### config.mk
export PLATFORM = sky130hd
export DESIGN_NAME = mem_port_arbiter
export DESIGN_NICKNAME = d
export VERILOG_FILES = /design/src/rtl/mem_port_arbiter.sv
export SDC_FILE = /design/constraint.sdc
export NUM_CORES = 1
export LEC_CHECK = 0
export CAP_MARGIN = 10
export CORE_MARGIN = 4
export CORE_UTILIZATION = 43
export CTS_CLUSTER_SIZE = 24
export DETAILED_ROUTE_END_ITERATION = 10
export MAX_ROUTING_LAYER = met4
export PLACE_DENSITY = 0.86
export SETUP_SLACK_MARGIN = 0.4
export SLEW_MARGIN = 40
export SYNTH_ARGS = -nofsm -noshare
export SYNTH_HDL_FRONTEND = slang
export SYNTH_SLANG_ARGS = --single-unit
### constraint.sdc
create_clock -name clk -period 4 [get_ports clk]
set_input_delay 0.8 -clock clk [delete_from_list [all_inputs] [get_ports clk]]
set_output_delay 0.8 -clock clk [all_outputs]
set_load 0.02 [all_outputs]
### src/rtl/mem_port_arbiter.sv
// -----------------------------------------------------------------------------
// mem_port_arbiter
//
// Purpose
//   Shares one single-port memory between an instruction-fetch port (read
//   only) and a data-memory port (read/write). One transaction is in flight
//   at a time. When both ports ask in the same idle cycle, the grant
//   alternates (round-robin) starting with the data port after reset.
//   Each completed transaction produces a one-cycle done pulse on the
//   owning port, and read data is latched into that port's rdata register.
//
// Optional feature
//   ARB_TIMEOUT_EN : when defined, a watchdog abandons a transaction whose
//                    mem_ack has not arrived after TIMEOUT busy cycles, and
//                    reports it with err alongside the done pulse. When
//                    undefined, err is tied low and the arbiter waits for
//                    mem_ack indefinitely.
//
// Parameters
//   ADDR_W   memory address width
//   DATA_W   memory data width
//   TIMEOUT  watchdog limit in cycles (only meaningful with ARB_TIMEOUT_EN)
//
// Ports
//   clk        in   clock, all state updates on the rising edge
//   rst        in   asynchronous active-low reset
//   if_req     in   instruction-fetch request
//   if_addr    in   instruction-fetch address
//   if_rdata   out  instruction-fetch read data (held until next IF read)
//   if_done    out  one-cycle completion pulse for the fetch port
//   dm_req     in   data-memory request
//   dm_we      in   data-memory write enable
//   dm_addr    in   data-memory address
//   dm_wdata   in   data-memory write data
//   dm_rdata   out  data-memory read data (held until next DM read)
//   dm_done    out  one-cycle completion pulse for the data port
//   mem_req    out  memory request, held until mem_ack
//   mem_we     out  memory write enable
//   mem_addr   out  memory address
//   mem_wdata  out  memory write data
//   mem_rdata  in   memory read data, valid with mem_ack
//   mem_ack    in   memory acknowledge
//   err        out  high with a done pulse when the transaction timed out
// -----------------------------------------------------------------------------
module mem_port_arbiter #(
  parameter int ADDR_W  = 32,
  parameter int DATA_W  = 32,
  parameter int TIMEOUT = 255
) (
  input  logic              clk,
  input  logic              rst,
  input  logic              if_req,
  input  logic [ADDR_W-1:0] if_addr,
  output logic [DATA_W-1:0] if_rdata,
  output logic              if_done,
  input  logic              dm_req,
  input  logic              dm_we,
  input  logic [ADDR_W-1:0] dm_addr,
  input  logic [DATA_W-1:0] dm_wdata,
  output logic [DATA_W-1:0] dm_rdata,
  output logic              dm_done,
  output logic              mem_req,
  output logic              mem_we,
  output logic [ADDR_W-1:0] mem_addr,
  output logic [DATA_W-1:0] mem_wdata,
  input  logic [DATA_W-1:0] mem_rdata,
  input  logic              mem_ack,
  output logic              err
);

  typedef enum logic [1:0] {
    IDLE    = 2'd0,
    BUSY_IF = 2'd1,
    BUSY_DM = 2'd2
  } state_t;

  // last_grant encoding
  localparam logic GRANT_IF = 1'b0;
  localparam logic GRANT_DM = 1'b1;

  state_t              state_q,     state_d;
  logic                mem_req_q,   mem_req_d;
  logic                mem_we_q,    mem_we_d;
  logic [ADDR_W-1:0]   mem_addr_q,  mem_addr_d;
  logic [DATA_W-1:0]   mem_wdata_q, mem_wdata_d;
  logic [DATA_W-1:0]   if_rdata_q,  if_rdata_d;
  logic [DATA_W-1:0]   dm_rdata_q,  dm_rdata_d;
  logic                if_done_q,   if_done_d;
  logic                dm_done_q,   dm_done_d;
  logic                last_grant_q, last_grant_d;

  logic if_valid;
  logic dm_valid;
  logic grant_if;
  logic grant_dm;
  logic busy;
  logic timeout_fire;

  // A request seen while its own done pulse is high belongs to the
  // transaction that just finished, so it must not be granted again.
  assign if_valid = if_req & ~if_done_q;
  assign dm_valid = dm_req & ~dm_done_q;
  assign busy     = (state_q != IDLE);

  // ---------------------------------------------------------------------------
  // Grant decision (only evaluated in IDLE)
  // ---------------------------------------------------------------------------
  always_comb begin
    grant_if = 1'b0;
    grant_dm = 1'b0;
    if (state_q == IDLE) begin
      if (if_valid && dm_valid) begin
        // Contention: favour whichever port did not win last time.
        if (last_grant_q == GRANT_IF) begin
          grant_dm = 1'b1;
        end else begin
          grant_if = 1'b1;
        end
      end else if (if_valid) begin
        grant_if = 1'b1;
      end else if (dm_valid) begin
        grant_dm = 1'b1;
      end
    end
  end

  // ---------------------------------------------------------------------------
  // Next-state and output logic
  // ---------------------------------------------------------------------------
  always_comb begin
    state_d      = state_q;
    mem_req_d    = mem_req_q;
    mem_we_d     = mem_we_q;
    mem_addr_d   = mem_addr_q;
    mem_wdata_d  = mem_wdata_q;
    if_rdata_d   = if_rdata_q;
    dm_rdata_d   = dm_rdata_q;
    if_done_d    = 1'b0;
    dm_done_d    = 1'b0;
    last_grant_d = last_grant_q;

    case (state_q)
      IDLE: begin
        // mem_ack arriving here is stale or spurious and is ignored.
        if (grant_if) begin
          state_d      = BUSY_IF;
          mem_req_d    = 1'b1;
          mem_we_d     = 1'b0;
          mem_addr_d   = if_addr;
          mem_wdata_d  = '0;
          last_grant_d = GRANT_IF;
        end else if (grant_dm) begin
          state_d      = BUSY_DM;
          mem_req_d    = 1'b1;
          mem_we_d     = dm_we;
          mem_addr_d   = dm_addr;
          mem_wdata_d  = dm_wdata;
          last_grant_d = GRANT_DM;
        end
      end

      BUSY_IF: begin
        // mem_ack is checked first so an ack on the timeout edge completes
        // the transaction normally.
        if (mem_ack) begin
          state_d    = IDLE;
          mem_req_d  = 1'b0;
          mem_we_d   = 1'b0;
          if_done_d  = 1'b1;
          if_rdata_d = mem_rdata;
        end else if (timeout_fire) begin
          state_d    = IDLE;
          mem_req_d  = 1'b0;
          mem_we_d   = 1'b0;
          if_done_d  = 1'b1;
          if_rdata_d = '0;
        end
      end

      BUSY_DM: begin
        if (mem_ack) begin
          state_d   = IDLE;
          mem_req_d = 1'b0;
          mem_we_d  = 1'b0;
          dm_done_d = 1'b1;
          // Writes leave the previously read value in place.
          if (!mem_we_q) begin
            dm_rdata_d = mem_rdata;
          end
        end else if (timeout_fire) begin
          state_d    = IDLE;
          mem_req_d  = 1'b0;
          mem_we_d   = 1'b0;
          dm_done_d  = 1'b1;
          dm_rdata_d = '0;
        end
      end

      default: begin
        state_d   = IDLE;
        mem_req_d = 1'b0;
        mem_we_d  = 1'b0;
      end
    endcase
  end

  // ---------------------------------------------------------------------------
  // State registers
  // ---------------------------------------------------------------------------
  always_ff @(posedge clk or negedge rst) begin
    if (!rst) begin
      state_q      <= IDLE;
      mem_req_q    <= 1'b0;
      mem_we_q     <= 1'b0;
      mem_addr_q   <= '0;
      mem_wdata_q  <= '0;
      if_rdata_q   <= '0;
      dm_rdata_q   <= '0;
      if_done_q    <= 1'b0;
      dm_done_q    <= 1'b0;
      // Pretending IF won last means the first contention goes to DM.
      last_grant_q <= GRANT_IF;
    end else begin
      state_q      <= state_d;
      mem_req_q    <= mem_req_d;
      mem_we_q     <= mem_we_d;
      mem_addr_q   <= mem_addr_d;
      mem_wdata_q  <= mem_wdata_d;
      if_rdata_q   <= if_rdata_d;
      dm_rdata_q   <= dm_rdata_d;
      if_done_q    <= if_done_d;
      dm_done_q    <= dm_done_d;
      last_grant_q <= last_grant_d;
    end
  end

  // ---------------------------------------------------------------------------
  // Optional watchdog
  // ---------------------------------------------------------------------------
`ifdef ARB_TIMEOUT_EN
  localparam int CNT_W = (TIMEOUT > 0) ? $clog2(TIMEOUT + 1) : 1;

  logic [CNT_W-1:0] wait_cnt_q, wait_cnt_d;
  logic             err_q,      err_d;

  // The counter has already reached TIMEOUT on earlier unacknowledged
  // cycles; this edge is the one that gives up.
  assign timeout_fire = busy && !mem_ack && (wait_cnt_q == CNT_W'(TIMEOUT));

  always_comb begin
    wait_cnt_d = wait_cnt_q;
    if (grant_if || grant_dm) begin
      wait_cnt_d = '0;
    end else if (busy && !mem_ack && !timeout_fire) begin
      wait_cnt_d = wait_cnt_q + 1'b1;
    end
  end

  always_comb begin
    err_d = timeout_fire;
  end

  always_ff @(posedge clk or negedge rst) begin
    if (!rst) begin
      wait_cnt_q <= '0;
      err_q      <= 1'b0;
    end else begin
      wait_cnt_q <= wait_cnt_d;
      err_q      <= err_d;
    end
  end

  assign err = err_q;
`else
  // Without the watchdog TIMEOUT has no effect.
  logic timeout_unused;
  assign timeout_unused = (TIMEOUT != 0);
  assign timeout_fire   = 1'b0;
  assign err            = 1'b0;
`endif

  // ---------------------------------------------------------------------------
  // Outputs
  // ---------------------------------------------------------------------------
  assign mem_req   = mem_req_q;
  assign mem_we    = mem_we_q;
  assign mem_addr  = mem_addr_q;
  assign mem_wdata = mem_wdata_q;
  assign if_rdata  = if_rdata_q;
  assign dm_rdata  = dm_rdata_q;
  assign if_done   = if_done_q;
  assign dm_done   = dm_done_q;

endmodule

==> impl_results.md <==
* H-tree lvl count at 4
* Max transition margin at 0.534
* Most common cell after layout, fill and taps aside: clkdlybuf4s50_1
* Total routed wirelength at 16.0 mm
* Layout Nets at 781
* CP required at 3.20 ns
* Final setup violation count at 0
* RSZ-0062 raised after global routing: false
* Router iterations before antenna repair at 4
* Iteration-0 DRC Markers at 256
* First-pass GRT wire length at 25.3 mm
* Worst setup margin at 1.71 ns
* Reg clk slew, reported paths at ~0.05 ns
* CTS tree: built
* CTS resizes at 0
* Area grow syn2layout at 62.6%
* Grt ovf at 0
* Syn nets at 519
* Total negative slack at 0 ns
* Netlist cell types at 25
* Setup crit end kind: primary output
* Worst path top cell family by delay: buffers and inverters
* Post-route minimum period at 2.29 ns
* Period utilisation layout at 0.573
* Final Hold Viols at 0
* Synthesized instance count at 382
* Row cnt at 40
* GRT Overall Usage at 0.237
* Most frequent cells in the layout: clkdlybuf4s50_1 (264), dfrtp_1 (135), mux2_2 (57)
* # diodes at 0
* Routed WL per cell at 19.9 um
* Peak Freq at roughly 440 MHz
* Die width at 119 um
* Worst-Margin Slew at about 0.70 ns
* CTS root buffer: clkbuf_16
* Place WS at ~1.4 ns
* CTS sink cnt at 135
* Sequential-to-total area share from yosys stat at 0.638
* Initial Util at 0.441
* Top Ports at 267
* Yosys warns at 0
* Kind of critical path: flip-flop to primary output
* Clock buffer depth at 2
* Number of fill cells in the layout at about 820
* Worst min-delay path class: primary input to async pin
* Vias in the first global route at roughly 4700
* Yosys reg bits at 135
* Via count at 4299
* Total core area at 12000 um2
* MaxCap Viol Count at 0
* Power per cell area at ~890 nW/um2
* Worst Setup Start Kind: flip-flop
* Setup bufs post-CTS at 0
* Antenna Violating Nets Remaining at 0
* LEAKAGE at 3.65 nW
* Vias per cell at 5.35
* Worst Path Buf+Inv at 1
* Peak VDD IR at ~0.00049 V
* Fin. max-slew vios at 0
* Largest net degree at the start of global routing at 81
* Gpl congestion at 0.862
* Slowest CP cell: clkdlybuf4s50_1
* Area share of the largest cell type after synthesis at 0.638
* Post-route cell area at 8610 um2
* Syn_area_per_cell at 13.9 um2
* Cts hold-fix bufs at 0
* DIE HEIGHT at 119 um
* Synth top area cells: dfrtp_1 (64%), mux2_2 (12%), a22o_1 (5.8%), o2bb2ai_1 (5.3%), a21oi_1 (3.0%)
* Die ar. at about 14000 um2
* Clk Latency, worst-skew pair at 0.41 ns
* Initial antenna violation count at 0
* Critical-path maximum fanout at 3
* Total CTS buffers at 17
* Slowest stage delay, CP at 0.67 ns
* Status: complete, no violations
* Placed Area at approximately 8000 um2
* Post-Syn Area at about 5300 um2
* Arrival time at the worst endpoint at 1.49 ns
* Yosys top cell by area: dfrtp_1
* Hpwl dp at 11.5 mm
* Clk_skew at 0.00849 ns
* Drt drc at 0
* Share of layout cells above drive strength 1 at 0.152
* Critical Path, Cell by Cell: clkdlybuf4s50_1
* IO Port Bufs at 265
[metrics by stage]
step | std cells | hold WS, ns | utilization | power [mW]
floorplan | 382 | 0.491 | - | 4.32
global placement | 772 | 0.470 | 0.669 | 6.07
finish | 804 | 0.427 | 0.716 | 7.64
detailed placement | 772 | 0.476 | 0.670 | 6.20
global route | 804 | 0.482 | 0.716 | 8.03
CTS | 804 | 0.453 | 0.716 | 7.72
[per-layer routing]
layer,vias up,routed length [um],GRT usage
li1,1912,-,-
met1,2131,6380,0.278
met2,218,7780,0.377
met3,38,1360,0.0774
met4,0,516,0.0999
met5,-,0,-
[power breakdown]
group / internal, mW / switching (mW) / total [mW]
Sequential: 2.06 / 0.401 / 2.46
Clock: 0.883 / 0.575 / 1.46
Combinational: 1.85 / 1.87 / 3.72
Total: 4.79 / 2.85 / 7.64
[final timing paths]
path,from,to,slack [ns],cells after the start
max,if_done$_DFF_PN0_,if_done,1.71,1
min in group clk,mem_addr[18]$_DFFE_PN0P_,mem_addr[18]$_DFFE_PN0P_,0.48,1
max reg2reg,state_q[1]$_DFFE_PN0P_,mem_addr[31]$_DFFE_PN0P_,1.88,7
max in group asynchronous,rst,mem_addr[4]$_DFFE_PN0P_,2.72,2
min,rst,if_rdata[28]$_DFFE_PN0P_,0.43,1
min reg2reg,mem_addr[18]$_DFFE_PN0P_,mem_addr[18]$_DFFE_PN0P_,0.48,1
[synthesized netlist by cell type]
master	count
a32o_1	1
clkbuf_1	1
buf_1	2
o211a_1	1
nor2b_4	1
o21ai_0	1
mux2_2	57
conb_1	1
o2bb2ai_1	32
a211oi_2	1
nand2b_4	1
inv_1	4
a21oi_1	32
nand2_1	2
nand2_2	1
buf_2	19
nor2_1	34
buf_4	6
a22o_1	35
ha_1	3
and2_1	1
dfrtp_1	135
mux2_1	7
a21oi_2	1
nand2b_1	3
[final cells by class]
type	instances	area [um2]	share of cell area
Clock buffer	20	457	0.0531
Multi-Input combinational cell	215	1760	0.205
Clock inverter	12	103	0.0119
Timing Repair Buffer	271	2710	0.315
Tap cell	147	184	0.0214
Sequential cell	135	3380	0.393
Inverter	4	15.0	0.00174
[cells by family after synthesis]
logic type / Yosys count / share of synthesized area
simple gates: 43 / 0.0366
other cells: 1 / 0.000708
buf+inv: 32 / 0.0314
mux: 64 / 0.136
flops: 135 / 0.638
compound gates: 104 / 0.150
fa+ha+maj: 3 / 0.00709
[flip-flops by register name, summed over array words and instances (netlist names)]
signal	cells
last_grant_q	1
mem_wdata	32
dm_done	1
if_done	1
mem_we	1
state_q	2
mem_req	1
dm_rdata	32
if_rdata	32
mem_addr	32
Power figures use the tool's default switching activity.
